--- config.mk ---
export PLATFORM = sky130hd
export DESIGN_NAME = multicycle_alu
export DESIGN_NICKNAME = d
export VERILOG_FILES = /design/src/rtl/alu_pkg.sv /design/src/rtl/seq_muldiv.sv /design/src/rtl/multicycle_alu.sv
export SDC_FILE = /design/constraint.sdc
export NUM_CORES = 2
export LEC_CHECK = 0
export ABC_AREA = 1
export CORE_MARGIN = 2
export CORE_UTILIZATION = 50
export CTS_CLUSTER_SIZE = 40
export DETAILED_ROUTE_END_ITERATION = 8
export GPL_TIMING_DRIVEN = 0
export PLACE_DENSITY = 0.66
export SETUP_SLACK_MARGIN = 0.02
export SLEW_MARGIN = 20
export SYNTH_ARGS = -nofsm -noshare
export SYNTH_HDL_FRONTEND = slang
export SYNTH_SLANG_ARGS = --single-unit
--- constraint.sdc ---
create_clock -name clock -period 14.55 [get_ports clock]
set_input_delay 1.455 -clock clock [delete_from_list [all_inputs] [get_ports clock]]
set_output_delay 1.455 -clock clock [all_outputs]
set_load 0.05 [all_outputs]
--- src/rtl/alu_pkg.sv ---
// alu_pkg -- definitions shared by the multicycle ALU datapath and its
// sequential multiply/divide unit.
//   * 5-bit operation codes
//   * control FSM state type
//   * helpers for splitting the {HI, LO} result and sizing the iteration
//     accumulator
package alu_pkg;

    localparam int unsigned OP_W = 5;

    localparam logic [OP_W-1:0] OP_ADD  = 5'b00011;
    localparam logic [OP_W-1:0] OP_SUB  = 5'b00100;
    localparam logic [OP_W-1:0] OP_AND  = 5'b00101;
    localparam logic [OP_W-1:0] OP_OR   = 5'b00110;
    localparam logic [OP_W-1:0] OP_ROR  = 5'b00111;
    localparam logic [OP_W-1:0] OP_ROL  = 5'b01000;
    localparam logic [OP_W-1:0] OP_SHR  = 5'b01001;
    localparam logic [OP_W-1:0] OP_SHRA = 5'b01010;
    localparam logic [OP_W-1:0] OP_SHL  = 5'b01011;
    localparam logic [OP_W-1:0] OP_DIV  = 5'b01111;
    localparam logic [OP_W-1:0] OP_MUL  = 5'b10000;
    localparam logic [OP_W-1:0] OP_NEG  = 5'b10001;
    localparam logic [OP_W-1:0] OP_NOT  = 5'b10010;

    typedef enum logic [1:0] {
        ST_IDLE = 2'd0,
        ST_MUL  = 2'd1,
        ST_DIV  = 2'd2,
        ST_DONE = 2'd3
    } state_t;

    // LO occupies result[WIDTH-1:0], HI occupies result[2*WIDTH-1:WIDTH].
    localparam int unsigned RES_LO_LSB = 0;

    function automatic int unsigned res_hi_lsb(input int unsigned width);
        return width;
    endfunction

    // Extra sign/headroom bits on the iteration accumulator: the Booth
    // accumulator must hold +/-2^WIDTH, the non-restoring partial
    // remainder must hold 2*R+1 for |R| up to the divisor magnitude.
    localparam int unsigned ACC_GUARD = 2;

    // Operations that need the iterative unit (DIV by zero is short-cut).
    function automatic logic uses_muldiv(input logic [OP_W-1:0] op,
                                         input logic divisor_zero);
        return (op == OP_MUL) || ((op == OP_DIV) && !divisor_zero);
    endfunction

endpackage

--- src/rtl/seq_muldiv.sv ---
// seq_muldiv -- iterative signed multiply / divide, one step per clock.
//   MUL: radix-2 Booth, WIDTH steps, full 2*WIDTH product in {hi, lo}.
//   DIV: non-restoring on operand magnitudes, WIDTH steps; remainder
//        correction and sign fix-up are folded into the final step.
//        lo = quotient (truncated toward zero), hi = remainder (sign of a).
// Ports:
//   clock, clear_n  rising-edge clock, asynchronous active-low reset
//   start           load operands this edge (caller ensures unit is idle)
//   is_div          1 = divide, 0 = multiply (sampled with start)
//   a, b            multiplicand/multiplier or dividend/divisor
//   done            high during the cycle whose closing edge writes hi/lo
//   hi, lo          registered result, held until the next completion
module seq_muldiv
    import alu_pkg::*;
#(
    parameter int unsigned WIDTH = 32
) (
    input  logic             clock,
    input  logic             clear_n,
    input  logic             start,
    input  logic             is_div,
    input  logic [WIDTH-1:0] a,
    input  logic [WIDTH-1:0] b,
    output logic             done,
    output logic [WIDTH-1:0] hi,
    output logic [WIDTH-1:0] lo
);

    localparam int unsigned CW = $clog2(WIDTH + 1);
    localparam int unsigned AW = WIDTH + ACC_GUARD;

    logic [CW-1:0]    count;
    logic             div_q;
    logic             neg_quo;
    logic             neg_rem;
    logic             q_m1;
    logic [AW-1:0]    acc;
    logic [AW-1:0]    mcand;
    logic [WIDTH-1:0] mq;

    logic [WIDTH-1:0] a_mag;
    logic [WIDTH-1:0] b_mag;
    logic [AW-1:0]    booth_sum;
    logic [AW-1:0]    booth_acc;
    logic [WIDTH-1:0] booth_mq;
    logic [AW-1:0]    div_shift;
    logic [AW-1:0]    div_rem;
    logic [WIDTH-1:0] div_quo;
    logic [WIDTH-1:0] rem_fix;
    logic [WIDTH-1:0] quo_out;
    logic [WIDTH-1:0] rem_out;

    assign done = (count == CW'(1));

    always_comb begin
        // Magnitudes; the most negative value maps to 2^(WIDTH-1) unsigned.
        a_mag = a[WIDTH-1] ? -a : a;
        b_mag = b[WIDTH-1] ? -b : b;

        // Booth step: examine {Q0, Q-1}, add/subtract, arithmetic shift right
        // of {acc, mq, q_m1}.
        booth_sum = acc;
        case ({mq[0], q_m1})
            2'b01:   booth_sum = acc + mcand;
            2'b10:   booth_sum = acc - mcand;
            default: booth_sum = acc;
        endcase
        booth_acc = {booth_sum[AW-1], booth_sum[AW-1:1]};
        booth_mq  = {booth_sum[0], mq[WIDTH-1:1]};

        // Non-restoring step: shift {R, Q} left, subtract when R >= 0 else add.
        div_shift = {acc[AW-2:0], mq[WIDTH-1]};
        div_rem   = acc[AW-1] ? (div_shift + mcand) : (div_shift - mcand);
        div_quo   = {mq[WIDTH-2:0], ~div_rem[AW-1]};

        // Final correction: a negative remainder gets the divisor added back.
        // The corrected value lies in [0, |b|) so the low WIDTH bits suffice.
        rem_fix = div_rem[AW-1] ? (div_rem[WIDTH-1:0] + mcand[WIDTH-1:0])
                                : div_rem[WIDTH-1:0];
        quo_out = neg_quo ? -div_quo : div_quo;
        rem_out = neg_rem ? -rem_fix : rem_fix;
    end

    always_ff @(posedge clock or negedge clear_n) begin
        if (!clear_n) begin
            count   <= '0;
            div_q   <= 1'b0;
            neg_quo <= 1'b0;
            neg_rem <= 1'b0;
            q_m1    <= 1'b0;
            acc     <= '0;
            mcand   <= '0;
            mq      <= '0;
            hi      <= '0;
            lo      <= '0;
        end else if (start) begin
            count <= CW'(WIDTH);
            div_q <= is_div;
            acc   <= '0;
            q_m1  <= 1'b0;
            if (is_div) begin
                mcand   <= {{ACC_GUARD{1'b0}}, b_mag};
                mq      <= a_mag;
                neg_quo <= a[WIDTH-1] ^ b[WIDTH-1];
                neg_rem <= a[WIDTH-1];
            end else begin
                mcand   <= {{ACC_GUARD{a[WIDTH-1]}}, a};
                mq      <= b;
                neg_quo <= 1'b0;
                neg_rem <= 1'b0;
            end
        end else if (count != '0) begin
            count <= count - 1'b1;
            if (div_q) begin
                acc <= div_rem;
                mq  <= div_quo;
                if (done) begin
                    lo <= quo_out;
                    hi <= rem_out;
                end
            end else begin
                acc  <= booth_acc;
                mq   <= booth_mq;
                q_m1 <= mq[0];
                if (done) begin
                    hi <= booth_acc[WIDTH-1:0];
                    lo <= booth_mq;
                end
            end
        end
    end

endmodule

--- src/rtl/multicycle_alu.sv ---
// multicycle_alu -- ALU with single-cycle logic/arith/shift ops and
// iterative signed MUL/DIV.
// Ports:
//   clock        sole clock, rising edge
//   clear_n      asynchronous active-low reset
//   start        request, accepted only while busy = 0
//   op[4:0]      operation code (alu_pkg OP_*)
//   a, b         operands, captured on the accept edge
//   busy         operation in progress
//   done         one-cycle pulse: result / div_by_zero are new
//   result       {HI, LO}; single-cycle ops return HI = 0
//   div_by_zero  set with done for DIV with b = 0
module multicycle_alu
    import alu_pkg::*;
#(
    parameter int unsigned WIDTH = 32,
    parameter int unsigned SHW   = $clog2(WIDTH)
) (
    input  logic               clock,
    input  logic               clear_n,
    input  logic               start,
    input  logic [4:0]         op,
    input  logic [WIDTH-1:0]   a,
    input  logic [WIDTH-1:0]   b,
    output logic               busy,
    output logic               done,
    output logic [2*WIDTH-1:0] result,
    output logic               div_by_zero
);

    localparam int unsigned HI_LSB = res_hi_lsb(WIDTH);
    localparam int unsigned LO_LSB = RES_LO_LSB;

    state_t           state;
    state_t           state_nx;
    logic [OP_W-1:0]  op_q;
    logic [WIDTH-1:0] a_q;
    logic [WIDTH-1:0] b_q;
    logic             dbz_q;

    logic             accept;
    logic             md_start;
    logic             md_done;
    logic [WIDTH-1:0] md_hi;
    logic [WIDTH-1:0] md_lo;
    logic [WIDTH-1:0] alu_lo;
    logic [SHW-1:0]   amt;

    assign accept   = (state == ST_IDLE) && start;
    assign md_start = accept && uses_muldiv(op, b == '0);

    seq_muldiv #(
        .WIDTH (WIDTH)
    ) u_muldiv (
        .clock   (clock),
        .clear_n (clear_n),
        .start   (md_start),
        .is_div  (op == OP_DIV),
        .a       (a),
        .b       (b),
        .done    (md_done),
        .hi      (md_hi),
        .lo      (md_lo)
    );

    // Control FSM: state register
    always_ff @(posedge clock or negedge clear_n) begin
        if (!clear_n) begin
            state <= ST_IDLE;
        end else begin
            state <= state_nx;
        end
    end

    // Control FSM: next state and busy
    always_comb begin
        state_nx = state;
        busy     = 1'b1;
        case (state)
            ST_IDLE: begin
                busy = 1'b0;
                if (start) begin
                    case (op)
                        OP_MUL:  state_nx = ST_MUL;
                        OP_DIV:  state_nx = ST_DIV;
                        default: state_nx = ST_DONE;
                    endcase
                end
            end
            ST_MUL: begin
                if (md_done) state_nx = ST_DONE;
            end
            ST_DIV: begin
                // A zero divisor never started the iterative unit.
                if (dbz_q || md_done) state_nx = ST_DONE;
            end
            ST_DONE: begin
                state_nx = ST_IDLE;
            end
            default: begin
                state_nx = ST_IDLE;
            end
        endcase
    end

    // Operand capture on accept; later input changes are ignored.
    always_ff @(posedge clock or negedge clear_n) begin
        if (!clear_n) begin
            op_q  <= '0;
            a_q   <= '0;
            b_q   <= '0;
            dbz_q <= 1'b0;
        end else if (accept) begin
            op_q  <= op;
            a_q   <= a;
            b_q   <= b;
            dbz_q <= (op == OP_DIV) && (b == '0);
        end
    end

    // Single-cycle datapath on captured operands.
    assign amt = b_q[SHW-1:0];

    always_comb begin
        alu_lo = a_q;
        case (op_q)
            OP_ADD:  alu_lo = a_q + b_q;
            OP_SUB:  alu_lo = a_q - b_q;
            OP_AND:  alu_lo = a_q & b_q;
            OP_OR:   alu_lo = a_q | b_q;
            // Rotates shift a doubled copy so amount 0 needs no special case.
            OP_ROR:  alu_lo = WIDTH'({a_q, a_q} >> amt);
            OP_ROL:  alu_lo = WIDTH'(({a_q, a_q} << amt) >> WIDTH);
            OP_SHR:  alu_lo = a_q >> amt;
            OP_SHRA: alu_lo = $signed(a_q) >>> amt;
            OP_SHL:  alu_lo = a_q << amt;
            OP_NEG:  alu_lo = '0 - a_q;
            OP_NOT:  alu_lo = ~a_q;
            default: alu_lo = a_q;
        endcase
    end

    // Result register: written only on the DONE cycle, so it holds between
    // completions and done/busy change on the same edge.
    always_ff @(posedge clock or negedge clear_n) begin
        if (!clear_n) begin
            done        <= 1'b0;
            result      <= '0;
            div_by_zero <= 1'b0;
        end else if (state == ST_DONE) begin
            done <= 1'b1;
            if (dbz_q) begin
                result[HI_LSB +: WIDTH] <= a_q;
                result[LO_LSB +: WIDTH] <= '1;
                div_by_zero             <= 1'b1;
            end else if ((op_q == OP_MUL) || (op_q == OP_DIV)) begin
                result[HI_LSB +: WIDTH] <= md_hi;
                result[LO_LSB +: WIDTH] <= md_lo;
                div_by_zero             <= 1'b0;
            end else begin
                result[HI_LSB +: WIDTH] <= '0;
                result[LO_LSB +: WIDTH] <= alu_lo;
                div_by_zero             <= 1'b0;
            end
        end else begin
            done <= 1'b0;
        end
    end

endmodule

# After elaboration in Yosys (flattened, before gate mapping)
# Cells that the tools add are included.
# W data, S select, Z words.
[word_totals]
out_inout_bits = 67
word_cells = 121
regBits = 312
input_bits = 72
[op_classes]
bitwise = 6
n_shift = 5
n_eq_ne = 25
n_addsub = 13
n_reduce_logical = 15
mux = 39
[op_table]
columns = ["op", "n"]
rows = [
  ["$mux W32", 15],
  ["$pmux W32 S11", 1],
  ["$mux W34", 5],
  ["$mux W64", 2],
  ["$neg A32 Y32", 4],
  ["$add A34 B34 Y34", 2],
  ["$pmux W34 S2", 1],
  ["$sub A34 B34 Y34", 2],
  ["$add A32 B32 Y32", 2],
  ["$shl A64 B5 Y64", 1],
  ["$shr A64 B5 Y32", 1],
  ["$and A32 B32 Y32", 1],
  ["$logic_not A32 Y1", 1],
  ["$not A32 Y32", 1],
  ["$or A32 B32 Y32", 1],
  ["$shl A32 B5 Y32", 1],
  ["$shr A32 B5 Y32", 1],
  ["$sshr A32 B5 Y32", 1],
  ["$sub A1 B32 Y32 const A", 1],
  ["$sub A32 B32 Y32", 1],
  ["$eq A5 B4 Y1 const B", 6],
  ["$eq A5 B3 Y1 const B", 4],
  ["$eq A5 B5 Y1 const B", 4],
  ["$mux W6", 2],
  ["20 further kinds", 42],
]

# Logic depth before layout (Yosys ltp)
[logic_depth]
ltp_word = 8
depth_mapped = 48
depth_no_buf = 48

# Modules after synthesis
# Synthesis repeated with hierarchy kept, for this count alone.
[unflattened]
cells_unflattened = 5947
area_unflattened_um2 = 35275.1
[by_module_without_submodules]
columns = ["mod", "instances", "seq_area_each_um2", "area_per_inst_um2", "cells_per_inst"]
rows = [
  ["seq_muldiv", 1, 4329.2, 19147.1, 3098],
  ["multicycle_alu", 1, 3453.3, 16128.0, 2849],
]

# Worst setup path before layout
# No wires, ideal clock.
[synth_timing]
kind = "reg2reg"
start = "register u_muldiv.mcand[0]"
end = "register u_muldiv.lo[30]"
setup_time_ns = 0.119
arrival_time_ns = 6.010
required_time_ns = 14.431
path_stages_with_launch = 42
n_path_buf = 2
synth_period_minus_slack_ns = 6.129
slack_ns = 8.421
cell_sequence = "dfrtp_1 -> inv_1 -> ha_1 -> nand3_1 -> nor3_1 -> nand2_1 -> inv_1 -> nand2_1 -> nor4_1 -> nand3_1 -> nor2_1 -> nand4_1 -> nor3_1 -> nand3_1 -> xor2_1 -> o21ai_0 -> ha_1 -> a21o_1 -> (+6 left out) -> nand2_4 -> buf_6 -> buf_6 -> ha_1 -> inv_1 -> nor3_1 -> inv_1 -> nor3_1 -> nand3_1 -> nor3_1 -> inv_1 -> nor4_1 -> nand4_1 -> nor2_1 -> nand3_1 -> nand3_1 -> nand4_1 -> o21a_1"
[synth_via]
elab_chain_len = 7
word_cells_on_any_way = 8
classes_between = "3 x add/sub; 4 x mux; 1 x bitwise"
[synth_lines]
columns = ["item", "line", "rtl"]
rows = [
  ["start, declared", "seq_muldiv.sv:38", "logic [AW-1:0] mcand;"],
  ["start signal, assigned", "seq_muldiv.sv:102", "mcand <= {{ACC_GUARD{1'b0}}, b_mag};"],
  ["start signal, assigned", "seq_muldiv.sv:107", "mcand <= {{ACC_GUARD{a[WIDTH-1]}}, a};"],
  ["$sub A34 B34 Y34 / $add A34 B34 Y34 (equally long branches)", "seq_muldiv.sv:73", "div_rem = acc[AW-1] ? (div_shift + mcand) : (div_shift - mcand);"],
  ["$mux W34 *", "seq_muldiv.sv:73", ""],
  ["$not A1 Y1 *", "seq_muldiv.sv:74", "div_quo = {mq[WIDTH-2:0], ~div_rem[AW-1]};"],
  ["$neg A32 Y32 *", "seq_muldiv.sv:80", "quo_out = neg_quo ? -div_quo : div_quo;"],
  ["$mux W32 *", "seq_muldiv.sv:80", ""],
  ["$mux W32 *", "seq_muldiv.sv:117", "if (done) begin"],
  ["$mux W32 *", "seq_muldiv.sv:114", "if (div_q) begin"],
  ["end signal, assigned", "seq_muldiv.sv:118", "lo <= quo_out;"],
  ["end signal, assigned", "seq_muldiv.sv:127", "lo <= booth_mq;"],
  ["end, declared", "seq_muldiv.sv:26", "output logic [WIDTH-1:0] lo"],
]
# Mark *: on every way between the ends. The rest lies on a longest branch, timed or not. The select of a mux whose other input is x is not followed.
# A chain may end at the register's enable or synchronous reset.

# Final worst setup path
[layout_timing]
start = "register u_muldiv.mcand[0]"
end = "register u_muldiv.lo[28]"
# The elaborated chain is that of the path after synthesis.

==> impl_metrics.csv <==
group,metric,value,unit
worst_setup_path,r2r_cells,43,
hold_path,hp-start,"u_muldiv.hi[10]",
worst_setup_path,slowest_stage,"dfrtp_1",
drt,drc,17,
worst_setup_path,crit_type,"reg -> reg",
timing,relSlewSlack,0.0695,
clocking,clock-sinks,311,
layout,final_cells,6638,
timing,slew_viol_final,0,
clocking,cts_made_buffers,35,
worst_setup_path,crit_arrival,9.00,ns
worst_setup_path,max_stage_delay,0.51,ns
floorplan,die_area,70100,sq um
drt,vias,44900,
layout,syn2layout_area_growth,11.4,%
clocking,post_cts_buffers,0,
worst_setup_path,critPathRequiredTime,15.08,ns
worst_setup_path,rr_endpoint,"u_muldiv.lo[28]",
logic_synthesis,seq_area_frac_synth,0.229,
timing,hold_viol,0,
logic_synthesis,synth.area.top_cells,"dfrtp_1 23%, nand2_1 16%, o21ai_0 10%",
clocking,path_clk_slew,0.07,ns
clocking,cts_max_level,2,
grt,antenna_found_initial,16,
timing,worst_clock_skew,0.0606,ns
floorplan,row_count,95,
layout,fin_nets,5949,
timing,finalCritPeriodShare,0.582,
logic_synthesis,yosys_warnings,0,
job,max_cap_viol_count,0,
drt,firstDrtPassIters,9,
grt,grt_pass1_wl,284000,um
worst_setup_path,endpoint_kind,"register",
clocking,ctsRootBufferMaster,"clkbuf_16",
drt,drtIter0Drc,8281,
clocking,clk_latency,0.62,ns
layout,n_fill_cell,6771,
drt,viasPerCell,6.77,
timing,finalSetupViolations,0,
clocking,clock_path_buffers,3,
floorplan,initial_core_util,0.505,
layout,register_area,7780,sq um
grt,grt_usage,0.560,
drt,drt_wl_total,201000,um
floorplan,fp.coreArea,67300,sq um
placement,numPortBuffers,138,
drt,antenna_left,0,
timing,fmax,118,MHz
worst_setup_path,cp-start-kind,"register",
logic_synthesis,syn-cell-area,34000,sq um
drt,routedWlPerCell,30.3,um
floorplan,ios,139,
grt,overflow,0,
grt,first_global_vias,40900,
worst_setup_path,timing.rr.start,"u_muldiv.mcand[0]",
logic_synthesis,synth_edf_count,0,
timing,rsz0062_at_grt,"no",
logic_synthesis,synth_nets,5768,
placement,gp_congestion,1.18,
outcome,outcome,"finished, violations left",
hold_path,hold_path_end,"u_muldiv.hi[10]",
logic_synthesis,async_reset_ff_frac,1.00,
worst_setup_path,r2r_slack,6.08,ns
hold_path,min_path_type,"reg -> reg",
timing,period_minus_slack,8.47,ns
outcome,violations,"design-rule violations",
grt,grt_max_degree,83,
clocking,cts_tree,"yes",
layout,multi_input_area,23200,sq um
worst_setup_path,worst-path-max-fanout,10,
logic_synthesis,synth_seq_cells,311,
layout,drive_above_1_share,0.0440,
logic_synthesis,ys.flop_type,"dfrtp_1",
floorplan,die_h,265,um
hold_path,whs_path_depth,2,
logic_synthesis,synth_largest_area_cell,"dfrtp_1",
placement,dpl.hpwl,159000,um
logic_synthesis,syn_inst,5540,
placement,numPlacedInstances,6555,
clocking,cts_resized,0,
logic_synthesis,yosys.area.top_type_share,0.229,
logic_synthesis,ys_types,66,
floorplan,die_w,265,um
timing,tightest_slew,1.38,ns
logic_synthesis,synth_area_per_cell,6.14,sq um
clocking,cts_hold_buffers,0,
cells in the mapped netlist, drive strengths merged, types with 22 or more instances:
library cell / count
o22ai: 29
mux2i: 26
o21a: 34
nor4: 30
or2: 68
a21boi: 22
xnor2: 29
buf: 60
o211ai: 105
a31oi: 42
nand4: 78
inv: 494
nor2: 467
o21ai: 723
dfrtp: 311
nor3: 87
nand2: 1515
o221ai: 32
xor2: 110
nand3: 320
ha: 152
a21oi: 434
clkbuf: 216
routing by layer:
metal  global-route usage  routed length, um  vias up  share of wire
met5              0.00693                186        -        0.00093
met4                0.503              24100       16           0.12
met3                0.263              32100     1281           0.16
met2                0.773              77300     4066           0.38
met1                0.639              67400    20400           0.34
li1                     -                  -    19200              -
registers in the layout, indices dropped and copies added, names as in the netlist, 2 cells and up:
name            count
a_q                32
op_q                5
u_muldiv.acc       34
u_muldiv.mq        32
state               2
b_q                32
result             64
u_muldiv.count      6
u_muldiv.lo        32
u_muldiv.mcand     33
u_muldiv.hi        32
cell usage in the layout (no fill, tap or decap), types with 78 or more instances in the layout:
master           synthesis  final
dfrtp_1                311    311
ha_1                   152    152
clkdlybuf4s50_1          0    137
nand4_1                 78     78
o211ai_1               105    105
nor2_1                 450    449
nor3_1                  82     82
a21oi_1                433    432
nand3_1                311    311
o21ai_0                691    689
clkbuf_1               216    223
xor2_1                 110    110
inv_1                  479    479
nand2_1               1484   1484
worst max path at each step:
stage / start / to / slack [ns]
after floorplan: u_muldiv.mcand[0] / u_muldiv.lo[30] / 8.42
after global placement: clear_n / result[30] / -1.68
after detailed placement: u_muldiv.mcand[0] / u_muldiv.lo[28] / 6.53
after CTS: u_muldiv.mcand[0] / u_muldiv.lo[28] / 6.46
after global routing: u_muldiv.mcand[0] / u_muldiv.lo[28] / 5.61
final: u_muldiv.mcand[0] / u_muldiv.lo[28] / 6.08
cell families (layout without fill, tap and decap cells):
family	after synthesis	after routing	share of synthesized area
other	0	17	0
xor gates and xnor gates	139	139	0.0358
AOI/OAI and AO/OA	1542	1542	0.258
DFF	311	311	0.229
muxes	26	26	0.00766
adders and majority gates	156	156	0.0583
buffers and inverters	785	993	0.0892
and+or+nand+nor	2581	2581	0.322
cell type report:
cell class                      count  share of cell area
Timing Repair Buffer              144              0.0399
Multi-Input combinational cell   4444               0.613
Antenna cell                       17             0.00112
Sequential cell                   311               0.206
Tap cell                          873              0.0289
Clock buffer                       47              0.0254
Buffer                            276              0.0297
Clock inverter                     17             0.00628
Inverter                          509              0.0505
per-stage QoR:
step	hold WS (ns)	setup slack (ns)	TNS, ns	instance area [sq um]	utilization
after floorplan	0.442	8.42	0	34000	-
after global placement	0.470	-1.68	-498.79	36500	0.542
after detailed placement	0.471	6.53	0	36600	0.544
after CTS	0.486	6.46	0	37800	0.562
after global routing	0.506	5.61	0	37800	0.562
final	0.489	6.08	0	37900	0.563
critical path, delay by kind of cell (launching register included):
kind                     cells  cell delay [ns]
AND/OR/NAND/NOR             28             5.06
buffers and inverters        7             0.91
AO/OA/AOI/OAI                4             0.82
adder cells (fa/ha/maj)      3             0.80
flip-flops                   1             0.51
XOR/XNOR                     1             0.26
Power is left out: the tool's default activity adds up to more than one toggle a clock period on the data nets, which glitch-free logic cannot reach.
